`config.mk`:
```
export PLATFORM = sky130hd
export DESIGN_NAME = plic_gateway
export DESIGN_NICKNAME = d
export VERILOG_FILES = /design/src/rtl/plic_gateway.sv
export SDC_FILE = /design/constraint.sdc
export NUM_CORES = 1
export LEC_CHECK = 0
export ABC_AREA = 1
export CORE_UTILIZATION = 41
export CTS_BUF_LIST = sky130_fd_sc_hd__clkbuf_8 sky130_fd_sc_hd__clkbuf_16
export DETAILED_ROUTE_END_ITERATION = 10
export HOLD_SLACK_MARGIN = 0.05
export PLACE_DENSITY = 0.76
export RECOVER_POWER = 25
export SLEW_MARGIN = 20
export SYNTH_ARGS = -nofsm -noshare
export SYNTH_HDL_FRONTEND = slang
export SYNTH_SLANG_ARGS = --single-unit
```
`constraint.sdc`:
```
create_clock -name clk -period 1.4 [get_ports clk]
set_clock_uncertainty 0.2 [all_clocks]
set_input_delay 0.21 -clock clk [delete_from_list [all_inputs] [get_ports clk]]
set_output_delay 0.21 -clock clk [all_outputs]
set_load 0.005 [all_outputs]
```
`src/rtl/plic_gateway.sv`:
```
// plic_gateway: per-source interrupt gateway in front of the PLIC core.
// It synchronises the raw peripheral interrupt lines and turns edge- or
// level-triggered sources into level requests. Each source can have only one
// outstanding request. The next request is allowed after the PLIC claims and
// then completes that source ID. Edge sources count the edges that arrive while
// a request is outstanding, so no edge is lost. When a counter is saturated and
// another edge arrives, a sticky overflow flag is set.
//
// Ports:
//   clk, reset       clock; synchronous active-high reset
//   src_i            raw interrupt lines, bit i = source ID i (asynchronous)
//   claim_valid/id   PLIC claim performed this cycle and the ID it returned
//   complete_valid/id PLIC completion performed this cycle and its ID
//   ovf_clr          clears every ovf_o bit
//   req_o            level request per source (high while in REQ)
//   ovf_o            sticky per-source flag: an edge was dropped at saturation
module plic_gateway #(
    parameter int unsigned      NUM_SRC     = 3,
    parameter int unsigned      SYNC_STAGES = 2,
    parameter logic [NUM_SRC:1] EDGE_SRC    = '0,
    parameter int unsigned      CNT_W       = 4
) (
    input  logic               clk,
    input  logic               reset,
    input  logic [NUM_SRC:1]   src_i,
    input  logic               claim_valid,
    input  logic [5:0]         claim_id,
    input  logic               complete_valid,
    input  logic [5:0]         complete_id,
    input  logic               ovf_clr,
    output logic [NUM_SRC:1]   req_o,
    output logic [NUM_SRC:1]   ovf_o
);

    typedef enum logic [1:0] {
        ST_IDLE     = 2'd0,
        ST_REQ      = 2'd1,
        ST_INFLIGHT = 2'd2
    } state_e;

    logic [NUM_SRC:1] sync_q [SYNC_STAGES];
    logic [NUM_SRC:1] prev_q;
    logic [NUM_SRC:1] s;
    logic [NUM_SRC:1] rise;

    state_e           state_q [NUM_SRC:1];
    state_e           state_d [NUM_SRC:1];
    logic [CNT_W-1:0] cnt_q   [NUM_SRC:1];
    logic [CNT_W-1:0] cnt_d   [NUM_SRC:1];
    logic [NUM_SRC:1] ovf_q;
    logic [NUM_SRC:1] ovf_d;

    logic consumed;
    logic dec;
    logic inc;
    logic claim_hit;
    logic complete_hit;

    assign s    = sync_q[SYNC_STAGES-1];
    assign rise = s & ~prev_q;

    always_ff @(posedge clk) begin
        if (reset) begin
            for (int unsigned k = 0; k < SYNC_STAGES; k++) begin
                sync_q[k] <= '0;
            end
            prev_q <= '0;
            ovf_q  <= '0;
            for (int unsigned i = 1; i <= NUM_SRC; i++) begin
                state_q[i] <= ST_IDLE;
                cnt_q[i]   <= '0;
            end
        end else begin
            sync_q[0] <= src_i;
            for (int unsigned k = 1; k < SYNC_STAGES; k++) begin
                sync_q[k] <= sync_q[k-1];
            end
            prev_q <= s;
            ovf_q  <= ovf_d;
            for (int unsigned i = 1; i <= NUM_SRC; i++) begin
                state_q[i] <= state_d[i];
                cnt_q[i]   <= cnt_d[i];
            end
        end
    end

    always_comb begin
        ovf_d = ovf_q & ~{NUM_SRC{ovf_clr}};
        for (int unsigned i = 1; i <= NUM_SRC; i++) begin
            state_d[i]   = state_q[i];
            cnt_d[i]     = cnt_q[i];
            consumed     = 1'b0;
            dec          = 1'b0;
            inc          = 1'b0;
            // IDs 0 and IDs above NUM_SRC never match any loop index.
            claim_hit    = claim_valid && (claim_id == 6'(i));
            complete_hit = complete_valid && (complete_id == 6'(i));

            case (state_q[i])
                ST_IDLE: begin
                    if (EDGE_SRC[i]) begin
                        // A fresh edge takes priority over a stored count.
                        // The fresh edge is used up directly, so the count
                        // is left unchanged.
                        if (rise[i]) begin
                            state_d[i] = ST_REQ;
                            consumed   = 1'b1;
                        end else if (cnt_q[i] != '0) begin
                            state_d[i] = ST_REQ;
                            dec        = 1'b1;
                        end
                    end else if (s[i]) begin
                        state_d[i] = ST_REQ;
                    end
                end
                ST_REQ: begin
                    if (claim_hit) begin
                        state_d[i] = ST_INFLIGHT;
                    end
                end
                ST_INFLIGHT: begin
                    if (complete_hit) begin
                        state_d[i] = ST_IDLE;
                    end
                end
                default: begin
                    state_d[i] = ST_IDLE;
                end
            endcase

            if (EDGE_SRC[i]) begin
                inc = rise[i] && !consumed;
                if (inc && !dec) begin
                    if (cnt_q[i] == '1) begin
                        // Setting the flag wins over an ovf_clr in the same cycle.
                        ovf_d[i] = 1'b1;
                    end else begin
                        cnt_d[i] = cnt_q[i] + CNT_W'(1);
                    end
                end else if (dec && !inc) begin
                    cnt_d[i] = cnt_q[i] - CNT_W'(1);
                end
            end
        end
    end

    always_comb begin
        req_o = '0;
        for (int unsigned i = 1; i <= NUM_SRC; i++) begin
            req_o[i] = (state_q[i] == ST_REQ);
        end
    end

    assign ovf_o = ovf_q;

endmodule

```
==> results of run 1 <==
## tightest hold or removal path, cell delays in order (launching register included)
cell and delay (ps):
dfxtp_1 300, inv_1 40, nor2_1 30
## logic make-up (layout without fill, tap and decap cells)
| kind of cell | Yosys count | count (layout) | share of synthesized area (%) |
|---|---|---|---|
| flops | 15 | 15 | 45.8 |
| buf+inv | 22 | 58 | 14.5 |
| compound gates | 11 | 11 | 8.97 |
| simple gates | 46 | 46 | 30.7 |
## stage by stage
stage	hold WS, ps	TNS, ps
floorplan	81.9	0
global placement	190	-160
detailed placement	196	-310
CTS	204	0
global route	213	0
finish	204	0
## power breakdown
part | switching (mW) | internal [mW] | leakage [nW]
logic | 0.0568 | 0.0875 | 0.332
clock network | 0.145 | 0.197 | 0.0255
registers | 0.00774 | 0.443 | 0.124
total | 0.210 | 0.727 | 0.481
## area by class of cell
| type | count | area, µm² | share of cell area [%] |
|---|---|---|---|
| Clock buffer | 3 | 41.3 | 4.04 |
| Tap cell | 16 | 20.0 | 1.96 |
| Timing Repair Buffer | 36 | 319 | 31.2 |
| Clock inverter | 1 | 5.00 | 0.490 |
| Inverter | 18 | 67.6 | 6.61 |
| Sequential cell | 15 | 304 | 29.7 |
| Multi-Input combinational cell | 57 | 265 | 25.9 |
## per-layer routing
| metal | vias up | GRT usage [%] | share of wire (%) |
|---|---|---|---|
| met4 | 0 | 11.6 | 2.1 |
| met5 | - | 0 | 0 |
| met1 | 285 | 19.6 | 41 |
| li1 | 352 | - | - |
| met3 | 5 | 2.59 | 3.6 |
| met2 | 17 | 32.2 | 53 |
## repair_timing
item                       in CTS  in global routing
resized for setup              10                  5
hold buffers                    0                  0
setup endpoints to repair       6                  3
cloned                          0                  0
pin swaps                       0                  1
## synth_stat cells
master | instances | area share, %
a21oi_2 | 1 | 1.3
nand2_2 | 1 | 0.95
nor2_1 | 18 | 10
nand3_1 | 3 | 2.3
nand2_1 | 17 | 9.7
a21oi_1 | 6 | 4.6
buf_4 | 3 | 3.4
dfxtp_1 | 15 | 46
inv_2 | 1 | 0.57
o21ai_0 | 4 | 3.1
nor2_4 | 1 | 1.7
nor2_2 | 3 | 2.9
inv_1 | 17 | 9.7
buf_2 | 1 | 0.76
nand4_1 | 3 | 2.9
## worst paths after layout
check | cells after the start | slack [ps] | from | to
min reg2reg | 2 | 200 | sync_q[0][2]$_SDFF_PP0_ | sync_q[0][5]$_SDFF_PP0_
max | 2 | 30 | state_q[0][5]$_SDFFE_PP0P_ | req_o[2]
max reg2reg | 5 | 220 | state_q[0][5]$_SDFFE_PP0P_ | state_q[0][5]$_SDFFE_PP0P_
min | 2 | 200 | sync_q[0][2]$_SDFF_PP0_ | sync_q[0][5]$_SDFF_PP0_
## registers in the layout (all words and copies together), names as in the netlist
register	flops
state_q	6
sync_q	6
ovf_o	3
==> results.sh, run 1 <==
export IMPL_status="completed"
export IMPL_stdcell_count=146
export IMPL_crit_path_cell_trace="nor2_4 -> dlygate4sd2_1"
export IMPL_synth_cell_types=15
export IMPL_dr_pass1_iters=4
export IMPL_cts_buffers=3
export IMPL_fp_dieArea_mm2=0.00176
export IMPL_ir_drop_v=0.000949
export IMPL_synth_fp_nets=114
export IMPL_die_y_um=42.0
export IMPL_boundaryPins=26
export IMPL_cp_max_fo=3
export IMPL_tightest_slew_ps=394
export IMPL_cp_slowest_cell="dfxtp_1"
export IMPL_rsz0062_at_grt="false"
export IMPL_dpl_cell_area_um2=981
export IMPL_die_w_um=42.0
export IMPL_cts_tree="done"
export IMPL_timing_final_ws_setup_ps=32.0
export IMPL_end_kind="primary output"
export IMPL_worstPathRequired_ps=990
export IMPL_nFillCells=136
export IMPL_cp_num_buf_inv=1
export IMPL_hold_path_class="reg -> reg"
export IMPL_clockBufferDepth=2
export IMPL_netlist_area_um2=656
export IMPL_synth_warnings=0
export IMPL_vias_per_cell=4.51
export IMPL_timing_fmax_mhz=731
export IMPL_grt_use_total_pct=18.0
export IMPL_first_iter_violations=10
export IMPL_final_cell_mix="clkdlybuf4s50_1 (18), inv_1 (17), nand2_1 (17), nor2_1 (16), dfxtp_1 (12)"
export IMPL_placed_cells=142
export IMPL_place_gp_congestion=0.798
export IMPL_finalHoldViolations=0
export IMPL_clk_pin_slew_ps=60
export IMPL_synth_area_per_cell_um2=6.97
export IMPL_max_slew_margin_pct=73.7
export IMPL_yosysSeqAreaShare_pct=45.8
export IMPL_syn_inst=94
export IMPL_dp_slack_ps=-63.6
export IMPL_h_tree_depth=1
export IMPL_route_vias_total=659
export IMPL_design_area_mm2=0.00102
export IMPL_antenna_found_initial=0
export IMPL_postCtsSetupBuffers=0
export IMPL_fin_crit_sh_pct=97.7
export IMPL_area_growth_pct=55.9
export IMPL_crit_path_max_incr_delay_ps=400
export IMPL_final_common_cell="clkdlybuf4s50_1"
export IMPL_totalPowerFinal_mw=0.937
export IMPL_antennaDiodeCount=0
export IMPL_grt_pass1_wl_mm=2.41
export IMPL_crit_family="flip-flops"
export IMPL_start_kind="flop"
export IMPL_final_util_pct=67.9
export IMPL_grt_pass1_vias=668
export IMPL_core_area_mm2=0.00151
export IMPL_ant_nets=0
export IMPL_leakagePower_nw=0.481
export IMPL_fin_nets=151
export IMPL_min_period_ps=1370
export IMPL_cts_sinks=15
export IMPL_initial_core_util_pct=43.5
export IMPL_path_class="reg -> out"
export IMPL_finalMaxSlewViolations=0
export IMPL_cts_root_buf="clkbuf_8"
export IMPL_power_density_mw_per_mm2=917
export IMPL_finalSetupViolCount=0
export IMPL_clk_latency_ps=240
export IMPL_std_cell_rows=14
export IMPL_arrival_ps=960
export IMPL_portBuffers=25
export IMPL_drive_gt1_share_pct=20.8
export IMPL_wirelength_mm=1.38
export IMPL_post_dp_hpwl_mm=1.09
export IMPL_overflow=0
export IMPL_drc=0
export IMPL_wl_per_cell_um=9.45
export IMPL_cap_violations=0
export IMPL_synth_seq_cells=15
export IMPL_grt_max_degree=10
Power figures use the tool's default switching activity.
==> run 2, diff against run 1 <==
- CORE_AREA: not set -> 2 2 39 41
- CORE_UTILIZATION: 41 -> not set
- DIE_AREA: not set -> 0 0 41 43
- DONT_BUFFER_PORTS: not set -> 1
- PLACE_DENSITY: 0.76 -> not set
- SKIP_CTS_REPAIR_TIMING: not set -> 1
==> run 2 against run 1 <==
  * Final cell count shrank 18%
  * Wire length down 19%
  * Sequential share of layout area up 8.6 points
  * Count of clock-buffer cells in the layout stayed put
  * Clock power shrank 1%
  * Sequential power about the same
  * Fmax increased by 6.3%
  * Die area hardly changed
  * Sequential cell count unchanged
  * Core utilization is 11 points lower
  * Combinational power is 48% lower
  * Via count is 14% lower
  * Critical path type is now in -> reg
==> results.sh, run 2 (synthesis gave the netlist of run 1 again) <==
export IMPL_arrival_ps=1270
export IMPL_start_kind="primary input"
export IMPL_multiInputGateArea_um2=260
export IMPL_cp_max_fo=7
export IMPL_antennaDiodeCount=0
export IMPL_tns_ps=0
export IMPL_clk_pin_slew_ps=60
export IMPL_path_depth=4
export IMPL_die_w_um=41
export IMPL_std_cell_rows=14
export IMPL_finalHoldViolations=0
export IMPL_crit_path_max_incr_delay_ps=630
export IMPL_crit_path_cell_trace="dlygate4sd3_1 -> inv_1 -> o21ai_0 -> a21oi_1"
export IMPL_startpoint="reset"
export IMPL_worstPathRequired_ps=1380
export IMPL_leakagePower_nw=0.357
export IMPL_grt_use_total_pct=15.7
export IMPL_antenna_found_initial=0
export IMPL_rsz0062_at_grt="false"
export IMPL_drive_gt1_share_pct=9.71
export IMPL_wl_per_cell_um=9.34
export IMPL_ant_nets=0
export IMPL_wl_met3_um=85
export IMPL_nFillCells=141
export IMPL_regArea_um2=300
export IMPL_status="completed"
export IMPL_worstReg2RegEnd="sync_q[0][5]$_SDFF_PP0_"
export IMPL_cts_buffers=3
export IMPL_vias_per_cell=4.77
export IMPL_end_kind="flop"
export IMPL_clk_latency_ps=250
export IMPL_holdCritStartpoint="claim_valid"
export IMPL_finalMaxSlewViolations=0
export IMPL_post_dp_hpwl_um=852
export IMPL_initial_core_util_pct=47.4
export IMPL_met1_length_um=466
export IMPL_die_y_um=43
export IMPL_portBuffers=0
export IMPL_place_gp_congestion=0.601
export IMPL_overflow=0
export IMPL_crit_family="buffers and inverters"
export IMPL_wl_met2_um=515
export IMPL_crit_path_end="state_q[0][5]$_SDFFE_PP0P_"
export IMPL_top_layer="met4"
export IMPL_fin_crit_sh_pct=91.9
export IMPL_power_density_mw_per_mm2=1100
export IMPL_fp_dieArea_mm2=0.00176
export IMPL_ir_drop_v=0.000793
export IMPL_max_slew_margin_pct=82.6
export IMPL_area_growth_pct=19.5
export IMPL_cp_num_buf_inv=2
export IMPL_core_area_mm2=0.00138
export IMPL_finalSetupViolCount=0
export IMPL_cts_root_buf="clkbuf_8"
export IMPL_timing_fmax_mhz=777
export IMPL_wirelength_mm=1.11
export IMPL_grt_pass1_vias=525
export IMPL_grt_pass1_wl_mm=1.83
export IMPL_drc=0
export IMPL_reg2reg_from="sync_q[0][2]$_SDFF_PP0_"
export IMPL_route_vias_total=568
export IMPL_cp_slowest_cell="dlygate4sd3_1"
export IMPL_path_class="in -> reg"
export IMPL_dr_pass1_iters=4
export IMPL_cap_violations=0
export IMPL_grt_max_degree=11
export IMPL_hold_path_class="in -> reg"
export IMPL_clockBufferDepth=2
export IMPL_totalPowerFinal_mw=0.863
export IMPL_cts_tree="done"
export IMPL_cts_sinks=15
export IMPL_min_period_ps=1290
export IMPL_tightest_slew_ps=260
export IMPL_fin_nets=124
export IMPL_first_iter_violations=9
export IMPL_reg2reg_depth=3
export IMPL_boundaryPins=26
export IMPL_final_cell_mix="inv_1 (18), nor2_1 (18), nand2_1 (17), dfxtp_1 (15), dlygate4sd3_1 (9)"
export IMPL_r2r_slack_ps=190
export IMPL_h_tree_depth=1
==> run 2: metrics by stage <==
step	area [µm²]	setup slack, ps	utilization (%)	hold WS (ps)	std cells
5_1_grt	783	25.9	56.6	53.6	119
6_report	783	113	56.6	13.3	119
2_1_floorplan	656	312	-	81.9	94
3_5_place_dp	648	239	46.8	83.1	106
4_1_cts	693	104	50.1	-183	110
3_3_place_gp	648	292	46.8	80.7	106
==> run 2: worst register-to-register path, delay by kind of cell (launching register included) <==
kind	cells	cell delay, ps
AND/OR/NAND/NOR	1	30
flip-flops	1	290
buffers and inverters	2	570
==> run 2: worst min-delay path by stage <==
| stage | slack (ps) | end | cells after the start |
|---|---|---|---|
| finish | 10 | state_q[0][3]$_SDFFE_PP0P_ | 4 |
| global route | 50 | state_q[0][3]$_SDFFE_PP0P_ | 4 |
| CTS | -180 | state_q[0][3]$_SDFFE_PP0P_ | 1 |
| detailed placement | 80 | state_q[0][3]$_SDFFE_PP0P_ | 1 |
| global placement | 80 | state_q[0][3]$_SDFFE_PP0P_ | 1 |
| floorplan | 80 | ovf_o[1]$_SDFF_PP0_ | 1 |
==> run 2: power by group <==
| group | internal, mW | switching, mW |
|---|---|---|
| Sequential | 0.443 | 0.00844 |
| Combinational | 0.0357 | 0.0395 |
| Clock | 0.194 | 0.143 |
| Total | 0.672 | 0.191 |
==> run 2: cell type report <==
cell class / instances / area share [%]
repair buffers: 9 / 11.5
flip-flops and latches: 15 / 38.3
inverters: 18 / 8.63
well taps: 16 / 2.56
clock inverters: 1 / 0.479
clock buffers: 3 / 5.27
multi-input cells: 57 / 33.2
==> run 2: routing by layer <==
layer / vias up / global-route usage, %
met5: - / 0
met4: 0 / 12.0
met3: 5 / 5.76
met2: 19 / 24.7
met1: 245 / 15.6
li1: 299 / -
